**config.mk**
```make
export PLATFORM = sky130hd
export DESIGN_NAME = clock_ratio_monitor
export DESIGN_NICKNAME = d
export VERILOG_FILES = /design/src/rtl/clock_ratio_monitor.sv
export SDC_FILE = /design/constraint.sdc
export NUM_CORES = 1
export LEC_CHECK = 0
export ABC_CLOCK_PERIOD_IN_PS = 3900
export CAP_MARGIN = 30
export CORE_MARGIN = 4
export CORE_UTILIZATION = 57
export DETAILED_ROUTE_END_ITERATION = 7
export PLACE_DENSITY_LB_ADDON = 0.08
export SYNTH_ARGS = -nofsm -noshare
export SYNTH_HDL_FRONTEND = slang
export SYNTH_SLANG_ARGS = --single-unit
```
**constraint.sdc**
```tcl
create_clock -name clk_i -period 3.9 [get_ports clk_i]
set_clock_uncertainty 0.05 [all_clocks]
set_input_delay 0.39 -clock clk_i [delete_from_list [all_inputs] [get_ports clk_i]]
set_output_delay 0.39 -clock clk_i [all_outputs]
set_load 0.005 [all_outputs]
```
**src/rtl/clock_ratio_monitor.sv**
```systemverilog
// clock_ratio_monitor
//   Consumer-side checker for a divided clock. mon_clk_i is synchronised into
//   the clk_i domain, the spacing between its rising edges is measured in
//   clk_i cycles, and the result drives a small lock/fault FSM.
//
// Ports
//   clk_i           in   reference clock
//   rst_i           in   asynchronous, active-high reset
//   mon_clk_i       in   monitored clock (asynchronous to clk_i)
//   enable_i        in   1 = monitor active, 0 = force IDLE
//   clear_i         in   pulse, leaves FAULT
//   period_o        out  last measured period in clk_i cycles
//   period_valid_o  out  1-cycle pulse when period_o updates
//   locked_o        out  high while LOCKED
//   error_o         out  high while in FAULT
//
// Optional feature (macro CLOCK_MONITOR_STATS_EN)
//   min_period_o / max_period_o : extremes of periods since ACQUIRE entry
//   fault_count_o               : saturating count of FAULT entries
module clock_ratio_monitor #(
  parameter  int EXPECTED_RATIO = 8,
  parameter  int TOLERANCE      = 1,
  parameter  int LOCK_COUNT     = 4,
  localparam int TIMEOUT        = 2 * EXPECTED_RATIO,
  localparam int CNT_W          = $clog2(TIMEOUT + 1)
) (
  input  logic             clk_i,
  input  logic             rst_i,
  input  logic             mon_clk_i,
  input  logic             enable_i,
  input  logic             clear_i,
  output logic [CNT_W-1:0] period_o,
  output logic             period_valid_o,
  output logic             locked_o,
  output logic             error_o
`ifdef CLOCK_MONITOR_STATS_EN
  ,
  output logic [CNT_W-1:0] min_period_o,
  output logic [CNT_W-1:0] max_period_o,
  output logic [7:0]       fault_count_o
`endif
);

  localparam int GC_W   = $clog2(LOCK_COUNT + 1);
  localparam int PER_LO = EXPECTED_RATIO - TOLERANCE;
  localparam int PER_HI = EXPECTED_RATIO + TOLERANCE;

  typedef enum logic [2:0] {IDLE, ACQUIRE, MEASURE, LOCKED, FAULT} state_t;

  state_t           state, state_n;
  logic             sync1, sync2, hist;
  logic [CNT_W-1:0] cnt, cnt_n, period_n, period_cur;
  logic [GC_W-1:0]  gc, gc_n, gc_inc;
  logic             pv_n, rise, good, timeout;

  // 2-FF synchroniser plus a history flop for edge detection
  always_ff @(posedge clk_i or posedge rst_i) begin
    if (rst_i) begin
      sync1 <= 1'b0;
      sync2 <= 1'b0;
      hist  <= 1'b0;
    end else begin
      sync1 <= mon_clk_i;
      sync2 <= sync1;
      hist  <= sync2;
    end
  end

  assign rise       = sync2 & ~hist;
  // cnt is cleared in the edge cycle, so the edge cycle itself is the +1
  assign period_cur = cnt + CNT_W'(1);
  assign good       = (int'(period_cur) >= PER_LO) && (int'(period_cur) <= PER_HI);
  // an edge arriving in the last allowed cycle beats the timeout
  assign timeout    = (cnt == CNT_W'(TIMEOUT - 1)) && !rise;
  assign gc_inc     = gc + GC_W'(1);

  always_comb begin
    state_n  = state;
    cnt_n    = (cnt == CNT_W'(TIMEOUT)) ? cnt : cnt + CNT_W'(1);
    gc_n     = gc;
    pv_n     = 1'b0;
    period_n = period_o;
    case (state)
      IDLE: begin
        cnt_n = '0;
        if (enable_i) state_n = ACQUIRE;
      end
      ACQUIRE: begin
        // first edge only anchors the measurement
        if (rise) begin
          state_n = MEASURE;
          cnt_n   = '0;
          gc_n    = '0;
        end else if (timeout) begin
          state_n = FAULT;
        end
      end
      MEASURE: begin
        if (rise) begin
          pv_n     = 1'b1;
          period_n = period_cur;
          cnt_n    = '0;
          if (good) begin
            gc_n = gc_inc;
            if (gc_inc == GC_W'(LOCK_COUNT)) state_n = LOCKED;
          end else begin
            gc_n = '0;
          end
        end else if (timeout) begin
          state_n = FAULT;
        end
      end
      LOCKED: begin
        if (rise) begin
          pv_n     = 1'b1;
          period_n = period_cur;
          cnt_n    = '0;
          if (!good) state_n = FAULT;
        end else if (timeout) begin
          state_n = FAULT;
        end
      end
      FAULT: begin
        if (clear_i) begin
          state_n = ACQUIRE;
          cnt_n   = '0;
          gc_n    = '0;
        end
      end
      default: state_n = IDLE;
    endcase
    // disable wins over clear and over any edge
    if (!enable_i) begin
      state_n  = IDLE;
      cnt_n    = '0;
      gc_n     = '0;
      pv_n     = 1'b0;
      period_n = period_o;
    end
  end

  always_ff @(posedge clk_i or posedge rst_i) begin
    if (rst_i) begin
      state          <= IDLE;
      cnt            <= '0;
      gc             <= '0;
      period_o       <= '0;
      period_valid_o <= 1'b0;
      locked_o       <= 1'b0;
      error_o        <= 1'b0;
    end else begin
      state          <= state_n;
      cnt            <= cnt_n;
      gc             <= gc_n;
      period_o       <= period_n;
      period_valid_o <= pv_n;
      locked_o       <= (state_n == LOCKED);
      error_o        <= (state_n == FAULT);
    end
  end

`ifdef CLOCK_MONITOR_STATS_EN
  logic acq_entry, fault_entry;
  assign acq_entry   = (state_n == ACQUIRE) && (state != ACQUIRE);
  assign fault_entry = (state_n == FAULT) && (state != FAULT);

  always_ff @(posedge clk_i or posedge rst_i) begin
    if (rst_i) begin
      min_period_o  <= '1;
      max_period_o  <= '0;
      fault_count_o <= '0;
    end else begin
      if (acq_entry) begin
        min_period_o <= '1;
        max_period_o <= '0;
      end else if (pv_n) begin
        if (period_n < min_period_o) min_period_o <= period_n;
        if (period_n > max_period_o) max_period_o <= period_n;
      end
      if (fault_entry && fault_count_o != 8'hFF) fault_count_o <= fault_count_o + 8'd1;
    end
  end
`endif

endmodule
```
* Word level (Yosys, flattened, before mapping)
Cells that the tools add are included.
** Word-level totals
- Flip-flop bits (word level) :: 22
- Bits of input ports :: 5
- Output and inout bits :: 8
- Word-level logic and storage cells :: 61
** Cells by class
- Add/sub/neg operators :: 2
- $lt $le $gt $ge :: 2
- Equality and inequality tests :: 13
- Mux-type cells :: 24
- Bitwise operators :: 2
- Reduce and logical (&&, ||, !) cells :: 8
** Operators by type and width (count)
- 3-bit two-way mux :: 14
- 5-bit two-way mux :: 4
- 3-bit one-hot mux with 5 select lines :: 1
- 5-bit one-hot mux with 3 select lines :: 1
- 3-bit by 2-bit equality test with 1-bit output, second input constant :: 3
- 3-bit equality test, second input constant :: 3
- 3-bit != test, second input constant :: 3
- 3-bit one-hot mux with 3 select lines :: 1
- 5-bit by 1-bit adder with 5-bit output, second input constant :: 1
- 5-bit by 4-bit equality test with 1-bit output, second input constant :: 1
- 5-bit equality test, second input constant :: 1
- 5-bit by 3-bit greater-or-equal comparator with 1-bit output, second input constant :: 1
- 5-bit by 4-bit <= comparator with 1-bit output, second input constant :: 1
- 4-bit by 1-bit != test with 1-bit output, second input constant :: 1
- 4-bit AND reduction :: 1
- 3-bit by 1-bit adder with 3-bit output, second input constant :: 1
- 3-bit by 1-bit equality test with 1-bit output, second input constant :: 1
- 3-bit logical NOT :: 1
- 1-bit two-way mux :: 3
- 3-bit AND reduction :: 1
- 3-bit OR reduction :: 1
- 1-bit logical AND :: 2
- 2-bit OR reduction :: 1
- 1-bit bitwise AND :: 1
- 2 further kinds :: 2

* Depth between registers and ports, before layout
Gate-level depths: netlist (run 1).
- Depth in word-level cells :: 9
- Depth in mapped cells :: 7
- Gate-level depth less buffers :: 7

* Worst setup path before layout (run 1)
OpenSTA, ideal clock, no wires.
- Path kind :: register to register
- From :: register cnt[0]
- To :: register gc[0]
- Setup time :: 77 ps
- Arrival time :: 2032 ps
- Data required time :: 3773 ps
- Slack :: 1740 ps
- Cell stages (with the launch flop) :: 8
- Path buffers :: 0
- Period minus slack after synthesis :: 2160 ps
- Cell sequence :: dfrtp_1 -> ha_1 -> and3_2 -> ha_1 -> o2111ai_1 -> mux2i_4 -> or3b_1 -> a21oi_1
** Between the ends
- Longest elaborated chain between the ends :: 7
- Elaborated cells between the ends (all ways) :: 8
- Classes of those cells :: add/sub (1); order compare (2); mux (4); reduce/logical (1)
** RTL lines
- start, declared :: line 52 : logic [CNT_W-1:0] cnt, cnt_n, period_n, period_cur;
- start signal, assigned :: line 153 : cnt <= cnt_n;
- 5-bit by 1-bit adder with 5-bit output (*) :: line 71 : assign period_cur = cnt + CNT_W'(1);
- 5-bit by 3-bit greater-or-equal comparator with 1-bit output / 5-bit by 4-bit <= comparator with 1-bit output (equally long branches) :: line 72 : assign good = (int'(period_cur) >= PER_LO) && (int'(period_cur) <= PER_HI);
- 1-bit logical AND (*) :: line 72
- 3-bit two-way mux (*) :: line 103 : if (good) begin
- 3-bit two-way mux (*) :: line 99 : if (rise) begin
- 3-bit one-hot mux with 3 select lines (*) :: line 83 : case (state)
- 3-bit two-way mux (*) :: line 133 : if (!enable_i) begin
- end signal, assigned :: line 154 : gc <= gc_n;
- end, declared :: line 53 : logic [GC_W-1:0] gc, gc_n, gc_inc;
Every way passes the cells marked *; elsewhere a longest branch is shown, timed or not. The select of a mux whose other input is x is not followed.
A chain may end at the register's enable or synchronous reset.

* Final worst setup path (run 1)
Ends and elaborated chain as after synthesis.

==> results of run 1 <==
layout by cell type, fill, tap and decap left out, drive strengths merged:
cell           count
and3               1
mux2i              3
a21oi              7
o21a               1
mux2               1
a22o               1
nand2             11
o21ai              8
o2111ai            3
dfrtp             22
inv                8
nor2b              7
o22ai              1
nand2b             1
or3                1
xor2               3
nand4bb            1
nand3b             3
o32a               1
nand3              2
nor3b              2
ha                 6
nor2               5
xnor2              2
nor3               4
clkbuf             4
a31oi              2
or3b               1
clkdlybuf4s50     12
a41oi              1
o211ai             2
kinds of logic (layout without fill, tap and decap cells):
logic type	after synthesis	in the layout	share of synthesized area, %
buffers and inverters	10	24	3.460
flip-flops	22	22	47.57
AO/OA/AOI/OAI	27	27	14.70
XOR/XNOR	5	5	4.433
adder cells (fa/ha/maj)	6	6	6.486
multiplexers	4	4	4.649
AND/OR/NAND/NOR	39	39	18.70
metrics by stage:
step	power, mW	worst slack [ns]
final	0.4212	1.541
after global routing	0.4442	1.428
after CTS	0.4270	1.544
after detailed placement	0.3037	1.583
after global placement	0.3021	1.664
after floorplan	0.2807	1.740
registers in the layout (all words and copies together) (netlist names), 3 cells and up:
register,count
state,3
gc,3
cnt,5
period_o,5
per-layer routing:
metal | up-vias | global-route usage, %
li1 | 427 | -
met1 | 407 | 21.84
met2 | 29 | 29.55
met3 | 8 | 3.662
met4 | 0 | 9.362
met5 | - | 0
power by group through the flow:
stage | logic, mW | clock network [mW] | registers [mW]
4_1_cts | 0.0534 | 0.127 | 0.246
3_3_place_gp | 0.0522 | 0 | 0.250
3_5_place_dp | 0.0531 | 0 | 0.251
6_report | 0.0528 | 0.122 | 0.246
2_1_floorplan | 0.0329 | 0 | 0.248
5_1_grt | 0.0593 | 0.137 | 0.248
how the worst max path moves through the flow:
stage / from / to / cells after the start
after global routing: cnt[0] / gc[0] / 7
after floorplan: cnt[0] / gc[0] / 7
after detailed placement: cnt[0] / gc[0] / 7
after CTS: cnt[0] / gc[0] / 7
final: cnt[0] / gc[0] / 7
after global placement: cnt[0] / gc[0] / 7
worst reg2reg max path, stage by stage, from the launching register on:
cell and delay (ns):
sky130_fd_sc_hd__dfrtp_1 0.44, sky130_fd_sc_hd__ha_1 0.27, sky130_fd_sc_hd__and3_2 0.22, sky130_fd_sc_hd__ha_1 0.37, sky130_fd_sc_hd__o2111ai_1 0.20, sky130_fd_sc_hd__mux2i_4 0.24, sky130_fd_sc_hd__or3b_1 0.37, sky130_fd_sc_hd__a21oi_1 0.15
layout make-up:
type	instances	share of cell area, %
timing repair buffer	12	8.980
tap	27	2.526
clock buffer	4	2.713
multi-input combinational	81	42.38
inverter	8	2.245
sequential	22	41.16
==> impl_metrics.yaml, run 1 <==
global_route:
  grt_start_max_net_pins: 23
  antenna_found_initial: 0
  overflow: 0
  grt_first_pass_wirelength_mm: 3.588
  first_global_vias: 856
  grt_use_total_pct: 17.90
floorplan:
  floorplan.initialDensity_pct: 59.60
  num_io_pins: 13
  rows: 16
  fp.dieW_um: 53.06
  y_dimension_of_the_die_um: 53.06
  die-area_um2: 2815
  core_area_um2: 1942
route:
  met3_wirelength_um: 96
  drt.antenna.violating_nets: 0
  via_count: 871
  routed_wl_mm: 2.122
  wire_per_inst_um: 13.78
  vias_per_cell: 5.656
  highest-signal-layer: "met4"
  detail_route.first_pass.iterations: 4
  drt-met1-wl_um: 980
  met2_length_mm: 1.002
  remaining_drc_errors: 0
  violation_count_after_the_first_detailed_route_iteration: 19
critical_path:
  critical_path_class: "reg2reg"
  crit_path_end_kind: "register"
  critical_path_arrival_ns: 2.55
  crit_path_frequent_cell: "sky130_fd_sc_hd__ha_1"
  crit_path_start_kind: "register"
  reg2regPathDepth: 7
  cp_cell_sequence: "ha_1 -> and3_2 -> ha_1 -> o2111ai_1 -> mux2i_4 -> or3b_1 -> a21oi_1"
  r2r-end: "gc[0]"
  critical_path.max_fanout: 6
  critical_path_top_delay_cell: "sky130_fd_sc_hd__dfrtp_1"
  worstReg2RegStart: "cnt[0]"
  critical-path-top-delay-family: "adder cells"
  timing.critical_path.required_ns: 4.09
  path_buf_inv: 0
  cpPeakStageDelay_ns: 0.44
  r2r_slack_ns: 1.54
min_path:
  hold_start: "sync1"
  whs_endpoint: "sync2"
  worstHoldPathCells: 0
  min-delay-path-class: "reg2reg"
synth:
  yosys_register_bits: 22
  main_area_contributors_after_synthesis: "sky130_fd_sc_hd__dfrtp_1 48%, sky130_fd_sc_hd__ha_1 6.5%, sky130_fd_sc_hd__nor2b_1 3.8%, sky130_fd_sc_hd__nand2_1 3.6%, sky130_fd_sc_hd__o21ai_0 3.5%"
  most_common_cell_in_the_synthesized_netlist: "sky130_fd_sc_hd__dfrtp_1"
  postSynthNetCount: 124
  synth_edf_count: 0
  synth_top_area_share_pct: 47.57
  synth-async-reset-ratio_pct: 100.0
  synth_ff_type: "sky130_fd_sc_hd__dfrtp_1"
  mappedNetlistArea_um2: 1157
  synth.lib_cells_used.distinct: 33
  synth.top_cells.by_count: "22 x sky130_fd_sc_hd__dfrtp_1, 11 x sky130_fd_sc_hd__nand2_1, 8 x sky130_fd_sc_hd__inv_1, 8 x sky130_fd_sc_hd__o21ai_0"
  avgSynthCellArea_um2: 10.24
  ys.warnings.count: 0
  synthesis.instances: 113
  synth_area_leader_cell: "sky130_fd_sc_hd__dfrtp_1"
  sequential_area_share_after_synthesis_pct: 47.57
clock_network:
  cts_tree: "yes"
  ctsLongestPathBuffers: 2
  worstSkewPairLatency_ns: 0.30
  cts.htree.levels: 1
  cts.sinks: 22
  cts_made_buffers: 3
  cts.repair.resized: 0
  cts_setup_buffers: 0
  holdBufCountCts: 0
  clkTransAtPathRegs_ns: 0.12
  cts-root-buf: "sky130_fd_sc_hd__clkbuf_4"
timing:
  unrepaired_setup_endpoints_after_global_routing: "no"
  period_share_pct: 60.48
  setup_viol: 0
  maxSlewViolCount: 0
  fmaxAchievable_mhz: 423.9
  slew_hr_pct: 46.05
  hold_slack_ns: 0.3191
  tightestPinTransition_ns: 0.8084
  timing.final.hold_violations: 0
  shortest_clock_period_the_worst_path_allows_after_layout_ns: 2.359
  fin_tns_setup_ns: 0
place:
  dpl_cell_area_um2: 1301
  port_buffers: 12
  dp.final_hpwl_mm: 1.591
  placed_cells_incl_taps: 150
  place_congestion: 0.7997
layout:
  ff_latch_area_um2: 550.5
  multiInputGateArea_um2: 566.8
  drive_gt1_share_pct: 7.087
  finalCoreUtilization_pct: 68.88
  layout.filler_cells: 152
  nets: 139
  syn_to_final_growth_pct: 15.57
  finish.cell_count_without_fillers: 154
  num_antenna_cells: 0
  post-route-cell-area_um2: 1338
pwr:
  clkPwrFrac_pct: 29.0
  p_int_mw: 0.3212
  power_frac_seq_pct: 58.4
  power.combinational.fraction_pct: 12.5
  power.switching_fraction_pct: 23.74
  leakagePower_nw: 0.5912
  power.density_cell_area_nw_per_um2: 314.9
  netSwitchingPower_mw: 0.09998
  ir_drop_v: 0.0002848
flow_run:
  max_cap_violations: 0
status:
  outcome: "completed"
Note: power is estimated with default switching activity, not from simulation.
==> run 2: changes to the inputs <==
--- a/config.mk
+++ b/config.mk
@@ -5,10 +5,10 @@
 export SDC_FILE = /design/constraint.sdc
 export NUM_CORES = 1
 export LEC_CHECK = 0
-export ABC_CLOCK_PERIOD_IN_PS = 3900
+export ABC_CLOCK_PERIOD_IN_PS = 2000
 export CAP_MARGIN = 30
 export CORE_MARGIN = 4
-export CORE_UTILIZATION = 57
+export CORE_UTILIZATION = 49
 export DETAILED_ROUTE_END_ITERATION = 7
 export PLACE_DENSITY_LB_ADDON = 0.08
 export SYNTH_ARGS = -nofsm -noshare
==> constraint.sdc (replaced) <==
create_clock -name clk_i -period 2 [get_ports clk_i]
set_clock_uncertainty 0.05 [all_clocks]
set_input_delay 0.2 -clock clk_i [delete_from_list [all_inputs] [get_ports clk_i]]
set_output_delay 0.2 -clock clk_i [all_outputs]
set_load 0.005 [all_outputs]
==> run 2 against run 1 <==
  * The flow now finishes with violations (negative setup slack)
  * Combinational power rose to 2.6 times the previous value
  * First-iteration DRC count fell by 47%
  * Clock power rose to 2.9 times the previous value
  * Clock-buffer cell count fell by 1
  * Die area rose by 14%
  * Worst setup slack got worse by 1.6 ns
  * Wire length rose by 17%
  * Cell area rose by 14%
  * Fmax rose by 17%
  * Largest cell class unchanged
  * Critical path type unchanged
  * Sequential power rose by 94%
  * Non-clock buffer count rose by 11
  * Critical endpoint unchanged
==> impl_metrics.yaml, run 2 (synthesis gave the netlist of run 1 again) <==
floorplan:
  y_dimension_of_the_die_um: 56.60
  fp.dieW_um: 56.60
  floorplan.initialDensity_pct: 51.82
  die-area_um2: 3204
  rows: 17
  num_io_pins: 13
  core_area_um2: 2233
timing:
  postLayoutSetupSlackWorst_ns: -0.01050
  maxSlewViolCount: 0
  slew_hr_pct: 64.42
  unrepaired_setup_endpoints_after_global_routing: "yes"
  period_share_pct: 100.5
  setup_viol: 1
  tightestPinTransition_ns: 0.5312
  timing.final.hold_violations: 0
  fmaxAchievable_mhz: 497.4
  shortest_clock_period_the_worst_path_allows_after_layout_ns: 2.010
  fin_tns_setup_ns: -0.01050
layout:
  largestRegisters: "cnt: 5 flops, period_o: 5 flops"
  layout_common_cells: "22 x sky130_fd_sc_hd__dfrtp_1, 12 x sky130_fd_sc_hd__clkdlybuf4s50_1, 11 x sky130_fd_sc_hd__nand2_1, 11 x sky130_fd_sc_hd__buf_4, 8 x sky130_fd_sc_hd__inv_1"
  drive_gt1_share_pct: 22.46
  syn_to_final_growth_pct: 31.68
  layout_commonest_cell: "sky130_fd_sc_hd__dfrtp_1"
  finalCoreUtilization_pct: 68.24
  num_antenna_cells: 0
  post-route-cell-area_um2: 1524
  nets: 150
route:
  remaining_drc_errors: 0
  violation_count_after_the_first_detailed_route_iteration: 10
  drt.antenna.violating_nets: 0
  vias_per_cell: 5.614
  routed_wl_mm: 2.486
  wire_per_inst_um: 14.98
  detail_route.first_pass.iterations: 4
  via_count: 932
place:
  port_buffers: 12
  dp.final_hpwl_mm: 1.948
  place_congestion: 0.8829
  dpl_worst_slack_ns: -0.02638
  dpl_cell_area_um2: 1424
min_path:
  min-delay-path-class: "in2async"
clock_network:
  worstSkewPairLatency_ns: 0.32
  clkTransAtPathRegs_ns: 0.14
  cts-root-buf: "sky130_fd_sc_hd__clkbuf_4"
  cts_made_buffers: 3
  cts.htree.levels: 1
  ctsLongestPathBuffers: 2
  cts.sinks: 22
  cts_tree: "yes"
global_route:
  first_global_vias: 981
  antenna_found_initial: 0
  overflow: 0
  grt_first_pass_wirelength_mm: 4.333
  grt_start_max_net_pins: 14
  grt_use_total_pct: 17.31
critical_path:
  critical_path.max_fanout: 6
  critical_path_class: "reg2reg"
  crit_path_end_kind: "register"
  timing.critical_path.required_ns: 2.21
  critical_path_arrival_ns: 2.23
  crit_path_start_kind: "register"
status:
  outcome: "finished with violations"
  failed_checks: "negative setup slack"
pwr:
  power.density_cell_area_nw_per_um2: 630.3
  ir_drop_v: 0.0004569
  total_power_mw: 0.9606
  leakagePower_nw: 0.6528
flow_run:
  max_cap_violations: 0
## run 2: cell count changes in the layout (fill, tap and decap cells not counted), sizes merged
| cell | previous run | this run |
|---|---|---|
| clkbuf | 4 | 3 |
| bufinv | 0 | 1 |
| buf | 0 | 11 |
## run 2: final timing paths
path,startpoint,to,slack (ns),cells past startpoint
max,cnt[0],gc[0],-0.01,7
min reg2reg,sync1,sync2,0.36,0
max reg2reg,cnt[0],gc[0],-0.01,7
max in group asynchronous,rst_i,cnt[0],1.27,3
min in group clk_i,mon_clk_i,sync1,0.26,1
min,rst_i,hist,0.1,2
## run 2: critical path: stages, from the launching register on
cell and delay [ns]:
sky130_fd_sc_hd__dfrtp_1 0.43, sky130_fd_sc_hd__ha_2 0.22, sky130_fd_sc_hd__and3_4 0.19, sky130_fd_sc_hd__ha_4 0.31, sky130_fd_sc_hd__o2111ai_4 0.13, sky130_fd_sc_hd__mux2i_4 0.16, sky130_fd_sc_hd__or3b_1 0.37, sky130_fd_sc_hd__a21oi_2 0.12
## run 2: stage by stage
step                cells  hold WS [ns]
floorplan             113        0.1392
global placement      160        0.2968
detailed placement    160        0.3183
CTS                   166        0.1234
global route          166        0.1439
finish                166       0.09914
## run 2: power by group
part	switching, mW	internal [mW]
combinational	0.0690	0.0657
sequential	0.0143	0.464
clock	0.145	0.203
## run 2: layout make-up
| class | count | area, µm² |
|---|---|---|
| fillers | 178 | 709.4 |
| multi-input cells | 81 | 653.1 |
| flip-flops and latches | 22 | 550.5 |
| repair buffers | 23 | 202.7 |
| well taps | 28 | 35.03 |
| clock inverters | 1 | 30.03 |
| inverters | 8 | 30.03 |
| clock buffers | 3 | 22.52 |
## run 2: repair_timing
item,4_1_cts,5_1_grt
hold buffers,0,0
setup endpoints to repair,1,8
pin swaps,2,4
buffers inserted,2,0
resized for setup,0,8
## run 2: metal layers
layer / GRT usage [%] / routed length, µm / share of wire [%]
met4: 7.797 / 54 / 2.2
met1: 21.80 / 1108 / 45
met5: 0 / 0 / 0
met3: 3.448 / 121 / 4.9
met2: 28.38 / 1202 / 48
